### config.mk
export PLATFORM = sky130hd
export DESIGN_NAME = ym3438_ch_seq
export DESIGN_NICKNAME = d
export VERILOG_FILES = /design/src/rtl/ym3438_ch_seq.sv
export SDC_FILE = /design/constraint.sdc
export NUM_CORES = 1
export LEC_CHECK = 0
export ABC_AREA = 1
export CORE_ASPECT_RATIO = 1.5
export CORE_UTILIZATION = 47
export DETAILED_ROUTE_END_ITERATION = 10
export PLACE_DENSITY = 0.91
export SYNTH_ARGS = -nofsm -noshare
export SYNTH_HDL_FRONTEND = slang
export SYNTH_SLANG_ARGS = --single-unit
### constraint.sdc
create_clock -name MCLK -period 4.2 [get_ports MCLK]
set_input_delay 1.26 -clock MCLK [delete_from_list [all_inputs] [get_ports MCLK]]
set_output_delay 1.26 -clock MCLK [all_outputs]
set_load 0.01 [all_outputs]
### src/rtl/ym3438_ch_seq.sv
// ym3438_ch_seq
// Slot sequencer for the channel accumulator / DAC output stage. Walks the
// 24-slot operator frame (6 channels x 4 operators, operator order 1,3,2,4)
// and produces registered per-slot controls decoded from the upcoming slot.
module ym3438_ch_seq #(
    parameter int NSLOT   = 24,
    parameter int DAC_WIN = 4
) (
    input  logic        MCLK,
    input  logic        reset,
    input  logic        c2,
    input  logic        halt,
    input  logic        sync,
    input  logic [17:0] alg,
    output logic [4:0]  slot,
    output logic [2:0]  ch_idx,
    output logic [1:0]  op_idx,
    output logic        op1_sel,
    output logic        op_out,
    output logic        fsm_dac_load,
    output logic        fsm_dac_out_sel,
    output logic        fsm_dac_ch6,
    output logic        frame_tick
);

    // Derived frame geometry. The chip timing pins these to 24 slots,
    // 6 channels and 4-slot DAC windows.
    localparam logic [4:0] LAST_SLOT = 5'(NSLOT - 1);
    localparam logic [4:0] NCH       = 5'(NSLOT / DAC_WIN);
    localparam logic [4:0] WIN       = 5'(DAC_WIN);
    localparam logic [4:0] HALF_SLOT = 5'(NSLOT / 2);
    localparam logic [4:0] LAST_WIN  = 5'(NSLOT / DAC_WIN - 1);

    // The counter rests on the last slot after reset, so the first c2
    // lands on slot 0 and counts as a frame wrap.
    logic [4:0] slotCnt_q;
    logic [4:0] slot_q;
    logic [2:0] chIdx_q;
    logic [1:0] opIdx_q;
    logic       op1Sel_q;
    logic       opOut_q;
    logic       dacLoad_q;
    logic       dacOutSel_q;
    logic       dacCh6_q;
    logic       frameTick_q;

    logic       advance;
    logic [4:0] slotCnt_d;
    logic [4:0] chFull;
    logic [4:0] grpFull;
    logic [2:0] chIdx_d;
    logic [1:0] opIdx_d;
    logic [2:0] algSel;
    logic       op1Sel_d;
    logic       opOut_d;
    logic       dacLoad_d;
    logic       dacOutSel_d;
    logic       dacCh6_d;
    logic       frameTick_d;

    // Next-slot selection and decode of every per-slot control from it;
    // sync wins over halt, but only when accompanied by c2.
    always_comb begin
        advance     = c2 && (sync || !halt);
        slotCnt_d   = slotCnt_q;
        chFull      = 5'd0;
        grpFull     = 5'd0;
        chIdx_d     = 3'd0;
        opIdx_d     = 2'd0;
        algSel      = 3'd0;
        op1Sel_d    = 1'b0;
        opOut_d     = 1'b0;
        dacLoad_d   = 1'b0;
        dacOutSel_d = 1'b0;
        dacCh6_d    = 1'b0;
        frameTick_d = 1'b0;

        if (sync) begin
            slotCnt_d = 5'd0;
        end else if (slotCnt_q == LAST_SLOT) begin
            slotCnt_d = 5'd0;
        end else begin
            slotCnt_d = slotCnt_q + 5'd1;
        end

        chFull  = slotCnt_d % NCH;
        grpFull = slotCnt_d / NCH;
        chIdx_d = chFull[2:0];
        opIdx_d = grpFull[1:0];

        case (chIdx_d)
            3'd0:    algSel = alg[2:0];
            3'd1:    algSel = alg[5:3];
            3'd2:    algSel = alg[8:6];
            3'd3:    algSel = alg[11:9];
            3'd4:    algSel = alg[14:12];
            3'd5:    algSel = alg[17:15];
            default: algSel = 3'd0;
        endcase

        // Operator groups run op1, op3, op2, op4, so group 1 is op3 and
        // group 2 is op2 when mapping the carrier sets below.
        case (algSel)
            3'd4:       opOut_d = (opIdx_d == 2'd2) || (opIdx_d == 2'd3);
            3'd5, 3'd6: opOut_d = (opIdx_d != 2'd0);
            3'd7:       opOut_d = 1'b1;
            default:    opOut_d = (opIdx_d == 2'd3);
        endcase

        op1Sel_d    = (slotCnt_d < NCH);
        dacLoad_d   = ((slotCnt_d % WIN) == 5'd0);
        dacOutSel_d = (slotCnt_d >= HALF_SLOT);
        dacCh6_d    = ((slotCnt_d / WIN) == LAST_WIN);
        frameTick_d = (slotCnt_q == LAST_SLOT) && (slotCnt_d == 5'd0);
    end

    // Slot counter and output registers; everything holds between advances
    // except the frame tick, which is a single-MCLK pulse.
    always_ff @(posedge MCLK) begin
        if (reset) begin
            slotCnt_q   <= LAST_SLOT;
            slot_q      <= 5'd0;
            chIdx_q     <= 3'd0;
            opIdx_q     <= 2'd0;
            op1Sel_q    <= 1'b0;
            opOut_q     <= 1'b0;
            dacLoad_q   <= 1'b0;
            dacOutSel_q <= 1'b0;
            dacCh6_q    <= 1'b0;
            frameTick_q <= 1'b0;
        end else if (advance) begin
            slotCnt_q   <= slotCnt_d;
            slot_q      <= slotCnt_d;
            chIdx_q     <= chIdx_d;
            opIdx_q     <= opIdx_d;
            op1Sel_q    <= op1Sel_d;
            opOut_q     <= opOut_d;
            dacLoad_q   <= dacLoad_d;
            dacOutSel_q <= dacOutSel_d;
            dacCh6_q    <= dacCh6_d;
            frameTick_q <= frameTick_d;
        end else begin
            frameTick_q <= 1'b0;
        end
    end

    assign slot            = slot_q;
    assign ch_idx          = chIdx_q;
    assign op_idx          = opIdx_q;
    assign op1_sel         = op1Sel_q;
    assign op_out          = opOut_q;
    assign fsm_dac_load    = dacLoad_q;
    assign fsm_dac_out_sel = dacOutSel_q;
    assign fsm_dac_ch6     = dacCh6_q;
    assign frame_tick      = frameTick_q;

endmodule

### Yosys cells after proc, flatten, opt, wreduce, memory -nomap -nowiden

Index checks and enable logic that the tools add are counted.

| word-level totals | value |
|---|---|
| bits in registers | 21 |
| logic and storage cells | 44 |
| input port bits | 23 |
| output and inout port bits | 16 |

| cells by class | value |
|---|---|
| bitwise gates (word level) | 1 |
| divide/modulo/power cells | 2 |
| order comparisons | 2 |
| $add $sub $neg | 1 |
| muxes and demuxes | 4 |
| eq/ne operators | 13 |
| reduce and logical (&&, ||, !) cells | 11 |

Operators by type and width:

| cell | number |
|---|---|
| $eq 3x3->1 const B | 7 |
| $pmux 3 s6 | 1 |
| $logic_not 5->1 | 2 |
| $mux 5 | 2 |
| $eq 3x2->1 const B | 2 |
| $add 5x1->5 const B | 1 |
| $div 5x3->5 const B | 1 |
| $eq 5x5->1 const B | 1 |
| $ge 5x4->1 const B | 1 |
| $lt 5x3->1 const B | 1 |
| $mod 5x3->5 const B | 1 |
| $eq 2x2->1 const B | 2 |
| $reduce_or 2->1 | 2 |
| $eq 3x1->1 const B | 1 |
| $logic_not 3->1 | 1 |
| $pmux 1 s3 | 1 |
| $logic_and 1x1->1 | 2 |
| $logic_or 1x1->1 | 2 |
| $reduce_bool 2->1 | 1 |
| $logic_not 1->1 | 1 |
| $not 1->1 | 1 |

### Depth between registers and ports, before layout

Gate-level depths: netlist of run 1.

| logic depth | value |
|---|---|
| word-level depth | 9 |
| depth in mapped cells | 31 |
| depth with buffers taken out | 31 |

### Least setup slack after synthesis of run 1

Ideal clock, no wire load.

| timing path | value |
|---|---|
| path kind | in2reg |
| from | in sync |
| to | reg opOut_q, in the netlist op_out |
| arrival | 3645 ps |
| cell stages on the path | 25 |
| setup time | 122 ps |
| buffers on the path | 1 |
| slack | 433 ps |
| path through | inv_2 -> nand3_2 -> nor2_1 -> inv_1 -> ha_1 -> nand2_2 -> nand2_1 -> nand2_1 -> inv_1 -> ha_1 -> inv_1 -> nand2_1 -> nor2_4 -> nand3_4 -> nand2_2 -> nand2_4 -> buf_8 -> nand4_1 -> nand2_1 -> nor2_2 -> nand2_1 -> nand2_1 -> nand3_1 -> nand2_1 -> a21oi_2 |

| on the way | value |
|---|---|
| cells in the longest elaborated chain, start to end | 7 |
| elaborated cells between the ends (all ways) | 22 |
| classes of those cells | div: 2; eq/ne: 11; mux: 3; reduce/logical: 6 |

RTL lines:

| item | RTL line | source |
|---|---|---|
| from (decl) | 13 | `input logic sync,` |
| $mux 5 | 78 | `if (sync) begin` |
| $mod 5x3->5 | 86 | `chFull = slotCnt_d % NCH;` |
| $eq 3x3->1, or another cell as far along | 91 | `case (chIdx_d)` |
| $pmux 3 s6 | 91 |  |
| $eq 3x3->1 | 103 | `case (algSel)` |
| $reduce_or 2->1 | 103 |  |
| $pmux 1 s3 | 103 |  |
| to (signal assigned) | 137 | `opOut_q <= opOut_d;` |
| to (decl) | 41 | `logic opOut_q;` |

Several ways; a longest one is shown, not always the timed one.
A chain may end at the register's enable or synchronous reset.

### Worst setup path in the final report of run 1

Same ends and word-level chain as after synthesis.

==> summary.md, run 1 <==
| Metric | Value |
|---|---|
| Core Footprint | 2705 sq um |
| Largest net degree at the start of global routing | 17 |
| CP required | 4.34 ns |
| DR iter-0 viols | 29 |
| Avg Cell Area, Syn | 6.998 sq um |
| # IOs | 39 |
| Synthesized net count | 220 |
| Post-synth top area cell | dfxtp_1 |
| Layout cells sized above 1 | 22.13% |
| Mapped Area | 1358 sq um |
| Seq/Total Area, Yosys | 28.02% |
| Critical Path AT | 3.84 ns |
| Routed wire length | 3538 um |
| CTS clock-pin slew for the worst setup and hold paths | 0.07 ns |
| WHS | 0.4687 ns |
| # nets final | 271 |
| Drt pass-1 iters | 4 |
| Worst-margin pin slew | 0.3960 ns |
| Clock buffer count from CTS | 3 |
| H-tree Lvls | 1 |
| Antenna violations before repair | 0 |
| Flops & latches, synth | 19 |
| Hpwl dp | 2748 um |
| # hold bufs at CTS | 0 |
| Most common cell after layout, fill and taps aside | nand2_1 |
| Final min period | 3.700 ns |
| Longest Clk Path Bufs | 2 |
| GPL Wtd Cong | 0.8166 |
| Synthesized instance count | 194 |
| Max cap viols | 0 |
| Total power | 703.6 uW |
| # clock sinks | 19 |
| GRT Residual Overflow | 0 |
| Worst relative slew slack | 73.52% |
| Most frequent cells in the layout | nand2_1 (48), clkdlybuf4s50_1 (37), inv_1 (25) |
| Initial core utilization | 50.19% |
| Skew final | 0.002465 ns |
| First-pass GRT wire length | 5589 um |
| ANT cells | 0 |
| Share of the synthesized area in the top cell type | 28.02% |
| Pwr Density | 366.6 nW/um^2 |
| Final Slew Violations | 0 |
| Die X | 45.88 um |
| RSZ-0062 raised after global routing | false |
| Leak pwr | 0.9084 nW |
| FILL cells | 247 |
| Fin. Hold Viols | 0 |
| Total number of vias | 1,471 |
| Ys Warns | 0 |
| Worst setup path class | input pin to flop |
| Die area | 3112 sq um |
| Hold Path Class | flop to flop |
| CTS tree | yes |
| ANT nets after route | 0 |
| Synth unique cells | 31 |
| Top post-synthesis cells by area | dfxtp_1 (28%), nand2_1 (14%), inv_1 (6.9%), nand4_1 (5.5%), nand2_2 (4.1%) |
| Status | completed |
| Row count | 23 |
| Setup crit start kind | input pin |
| Fmax | 0.2703 GHz |
| Vert. Die Dim | 67.82 um |
| Via density | 5.235 |
| Gr usage total | 23.99% |
| VDD IR max | 0.2658 mV |
| Setup violators final | 0 |
| Worst skew pair latency | 0.25 ns |
| Drt wl/cell | 12.59 um |
| Vias in the first global route | 1,395 |
| Clock tree root buffer cell | clkbuf_8 |
| Final period util | 88.09% |
| Area grow syn2layout | 41.38% |
| Setup crit end kind | flop |
| IO buf count | 38 |
| Post-route DRC | 0 |
| Critical path peak fanout | 8 |
registers in the layout (all words and copies together), names as in the netlist:
| signal | flops |
|---|---|
| op1_sel | 1 |
| op_out | 1 |
| fsm_dac_out_sel | 1 |
| op_idx | 2 |
| fsm_dac_ch6 | 1 |
| slotCnt_q | 5 |
| ch_idx | 2 |
| frame_tick | 1 |
| fsm_dac_load | 1 |
| slot | 4 |
what timing repair did:
item | in CTS | in global routing
setup buffers | 0 | 2
endpoints found under the setup margin | 0 | 1
gates resized for setup | 0 | 8
critical path, stage by stage:
cell and delay [ns]:
dlymetal6s2s_1 0.15, inv_2 0.12, nand2_4 0.08, nor2_8 0.13
nand2_1 0.08, inv_1 0.07, nand2_1 0.05, ha_2 0.18
nand2_2 0.07, nand2_1 0.08, nand2_2 0.08, inv_1 0.04
ha_1 0.17, inv_1 0.07, nand2_1 0.10, nor2_4 0.14
nand3_4 0.14, nand2_4 0.13, nand2_4 0.08, nand4_1 0.09
nand2_1 0.08, nor2_2 0.12, nand2_1 0.07, nand2_1 0.06
nand3_1 0.06, nand2_1 0.07, a21oi_2 0.05
cell type report:
class | instances | area, sq um | area share [%]
multi-input cells | 142 | 862.1 | 44.92
inverters | 28 | 105.1 | 5.476
well taps | 37 | 46.29 | 2.412
repair buffers | 51 | 480.5 | 25.03
clock buffers | 4 | 45.04 | 2.347
flip-flops and latches | 19 | 380.4 | 19.82
report_power, final:
group          total [mW]  internal [mW]  switching [mW]  leakage, nW
combinational       0.373          0.155           0.218        0.729
sequential          0.205          0.195          0.0102        0.156
clock               0.126         0.0674          0.0582       0.0228
through the flow:
stage	TNS, ns	cell area (sq um)	setup slack, ns	utilization (%)	cells
after CTS	0	1871	0.2061	69.15	278
final	0	1919	0.5003	70.95	281
after floorplan	0	1358	0.4330	-	194
after detailed placement	-0.06147	1826	-0.06147	67.48	274
after global placement	0	1826	0.01632	67.48	274
after global routing	0	1919	0.2262	70.95	281
cells by family (layout without fill, tap and decap cells):
| family | Yosys count | in the layout | share of synthesized area, % |
|---|---|---|---|
| and+or+nand+nor | 111 | 112 | 46.17 |
| buffers and inverters | 34 | 83 | 10.78 |
| AOI/OAI and AO/OA | 27 | 27 | 12.26 |
| DFF | 19 | 19 | 28.02 |
| adders and majority gates | 3 | 3 | 2.765 |
per-layer routing:
| layer | track usage, % | wire length, um | up-vias |
|---|---|---|---|
| met4 | 13.60 | 118 | 0 |
| met1 | 23.26 | 1246 | 673 |
| li1 | - | - | 736 |
| met2 | 45.42 | 1974 | 52 |
| met3 | 3.694 | 199 | 10 |
| met5 | 0 | 0 | - |
cells in the mapped netlist:
cell,n
nand2_4,4
nand3_1,9
nand4_4,1
nand2_1,51
inv_2,3
inv_1,25
a32oi_1,1
buf_8,1
nand4_1,12
o21ai_0,5
o211ai_1,4
ha_1,3
nor2_2,6
nor4_1,1
nor2_1,9
dfxtp_1,19
nor3_1,1
a21oi_2,1
nand3_2,3
clkbuf_1,3
nand2_2,9
buf_4,2
a21oi_1,10
a211oi_1,1
nand3b_4,1
nor2_8,1
nor2_4,2
a22oi_1,2
o21ai_2,1
nand3_4,1
a31oi_1,2
final timing paths:
| path | slack (ns) | to | from | depth (start not counted) |
|---|---|---|---|---|
| hold reg to reg | 0.47 | slot[1]$_SDFFE_PP0P_ | slot[1]$_SDFFE_PP0P_ | 2 |
| setup reg to reg | 0.92 | op_out$_SDFFE_PP0P_ | slotCnt_q[0]$_SDFFE_PP1P_ | 29 |
| setup / recovery | 0.50 | op_out$_SDFFE_PP0P_ | sync | 27 |
| hold / removal | 0.47 | slot[1]$_SDFFE_PP0P_ | slot[1]$_SDFFE_PP0P_ | 2 |
Power figures use the tool's default switching activity.
==> run 2: changes to the inputs <==
--- a/config.mk
+++ b/config.mk
@@ -6,6 +6,7 @@
 export NUM_CORES = 1
 export LEC_CHECK = 0
 export ABC_AREA = 1
+export CAP_MARGIN = 20
 export CORE_ASPECT_RATIO = 1.5
 export CORE_UTILIZATION = 47
 export DETAILED_ROUTE_END_ITERATION = 10
==> results of run 2 <==
Same layout as run 1: the final DEF is identical, and so are final timing and power.
==> patch, RTL diff (settings of run 2) <==
Register the output `fsm_dac_load` once more, cleared by the reset; this adds one clock of latency there. The other outputs are not delayed to match.
--- a/src/rtl/ym3438_ch_seq.sv
+++ b/src/rtl/ym3438_ch_seq.sv
@@ -150,5 +150,11 @@
     assign op1_sel         = op1Sel_q;
     assign op_out          = opOut_q;
-    assign fsm_dac_load    = dacLoad_q;
+    always_ff @(posedge MCLK) begin
+        if (reset) begin
+            fsm_dac_load <= '0;
+        end else begin
+            fsm_dac_load <= dacLoad_q;
+        end
+    end
     assign fsm_dac_out_sel = dacOutSel_q;
     assign fsm_dac_ch6     = dacCh6_q;
Formal check against the unedited RTL: not equivalent (a bounded check fails within 4 cycles, from zero or initial values and one cycle with reset high).
==> patch against run 2 <==
Area after synthesis increased by 1.3%. Sequential cell count increased by 1. Final area increased by 1.9%. Total power increased by 7.0%. Maximum frequency increased by 1.4%. Worst setup slack improved by 52 ps. Wire length decreased by 2.5%. Utilization increased by 0.58 points. Critical endpoint unchanged. Largest power group unchanged.
==> patch: results (changes against run 2) <==
[power_and_ir_drop]
p_leak_uw = 0.000911  ; was 0.000908 µW
irDropWorstVdd_mv = 0.338  ; was 0.266 mV
power.density_nw_per_um2 = 385  ; was 367 nW/µm²
p_switching_uw = 270  ; was 286 µW

[synth]
yosys-top-cells-count = nand2_1 (45), inv_1 (23), dfxtp_1 (20)  ; was nand2_1 (51), inv_1 (25), dfxtp_1 (19)
ys_types = 31  ; unchanged
ys_async_sr_fraction_pct = 0  ; unchanged
synthFlopType = dfxtp_1  ; unchanged
ys_seq_area_share_pct = 29.1  ; was 28.0%
synth_area_leaders = dfxtp_1 (29%), nand2_1 (12%), inv_1 (6.3%), nand2_2 (5.9%), nand4_1 (5.0%)  ; was dfxtp_1 (28%), nand2_1 (14%), inv_1 (6.9%), nand4_1 (5.5%), nand2_2 (4.1%)
yosysWarnings = 0  ; unchanged

[placement]
place.gp.congestion = 0.911  ; was 0.817
dp_worst_setup_slack_ps = -86.5  ; was -61.5 ps
hpwl_mm = 2.72  ; was 2.75 mm
place_area_um2 = 1880  ; was 1830 µm²
io_buffers = 38  ; unchanged
place_inst = 278  ; was 274

[clock_tree]
clk_pin_slew_ps = 70  ; about the same
cts_buffer_depth = 2  ; unchanged
insertion_delay_ps = 260
root_buffer = clkbuf_8  ; unchanged
cts_buffers = 3  ; unchanged

[route]
vias_per_cell = 5.07  ; was 5.23
wire_per_inst_um = 12.2  ; was 12.6 µm
drtIter0Drc = 22  ; was 29
wl_mm = 3.45  ; was 3.54 mm

[setup_path]
critPathArrivalTime_ps = 3850  ; was 3840 ps
critPathSlowestCell = ha_1  ; was ha_2
cp_max_fo = 10  ; was 8
critPathMaxStageDelay_ps = 210  ; was 180 ps

[min_path]
holdCritPathClass = reg -> reg  ; unchanged

[finish]
fillers = 208  ; was 247
layout-drive-gt1-share_pct = 24.5  ; was 22.1%
largest_reg_flops = 5  ; unchanged
fin_nets = 272  ; was 271

[sta]
clock_skew_ps = 6.45  ; was 2.47 ps
worst_pin_slew_ps = 429  ; was 396 ps

[grt]
grt_pass1_wl_mm = 5.73  ; was 5.59 mm
grt_usage_pct = 24.8  ; was 24.0%
grt_pass1_vias = 1398  ; was 1395

[status]
outcome = completed  ; unchanged

==> patch: cell types whose count changed after synthesis, moves of 2 or more <==
| cell | delta |
|---|---|
| inv_1 | -2 |
| inv_2 | +3 |
| nand2_1 | -6 |
| nand2_2 | +4 |
| nor2_1 | +2 |
| nor2_4 | -2 |
==> patch: final timing paths <==
check | startpoint | to | slack, ps | cells past startpoint
worst max-delay path | sync | op_out$_SDFFE_PP0P_ | 550 | 27
worst min-delay path | dacLoad_q$_SDFFE_PP0P_ | fsm_dac_load$_SDFF_PP0_ | 420 | 2
worst max register to register | slotCnt_q[1]$_SDFFE_PP1P_ | op_out$_SDFFE_PP0P_ | 1000 | 29
worst min register to register | dacLoad_q$_SDFFE_PP0P_ | fsm_dac_load$_SDFF_PP0_ | 420 | 2
==> patch: cell type report <==
type	instances	area (µm²)	area share, %
timing repair buffer	54	503	25.7
clock buffer	3	41.3	2.11
multi-input combinational	137	817	41.8
tap	37	46.3	2.37
inverter	30	118	6.01
clock inverter	1	30.0	1.54
sequential	20	400	20.5
==> patch: cells by family after synthesis <==
kind of cell,share of synthesized area [%]
and+or+nand+nor,45.2
DFF,29.1
buffers and inverters,11.8
AOI/OAI and AO/OA,11.1
adders and majority gates,2.73
==> patch: what timing repair did <==
action	in CTS	in global routing
endpoints found under the hold margin	0	0
resized for setup	0	2
buffers inserted	0	0
endpoints found under the setup margin	0	1
==> patch: worst max-delay path: cells and delay by family <==
family,cells,cell delay [ps]
AOI/OAI and AO/OA,1,100
adders and majority gates,2,370
buffers and inverters,6,540
and+or+nand+nor,18,1590
==> patch: power groups by stage <==
stage	sequential, µW	combinational, µW	clock [µW]
floorplan	223	233	0
global placement	219	334	0
detailed placement	219	346	0
CTS	215	348	192
global route	217	384	199
finish	215	349	189
==> patch: stage by stage <==
step / total power [µW] / TNS (ps)
finish: 753 / 0
detailed placement: 565 / -86.5
CTS: 756 / 0
global route: 800 / 0
global placement: 554 / 0
floorplan: 455 / 0
==> patch: metal layers <==
metal | part of all wire [%] | vias up | track usage (%)
li1 | - | 737 | -
met1 | 38 | 657 | 25.4
met2 | 57 | 30 | 47.4
met3 | 3.5 | 5 | 3.17
met4 | 1.2 | 0 | 11.0
met5 | 0 | - | 0
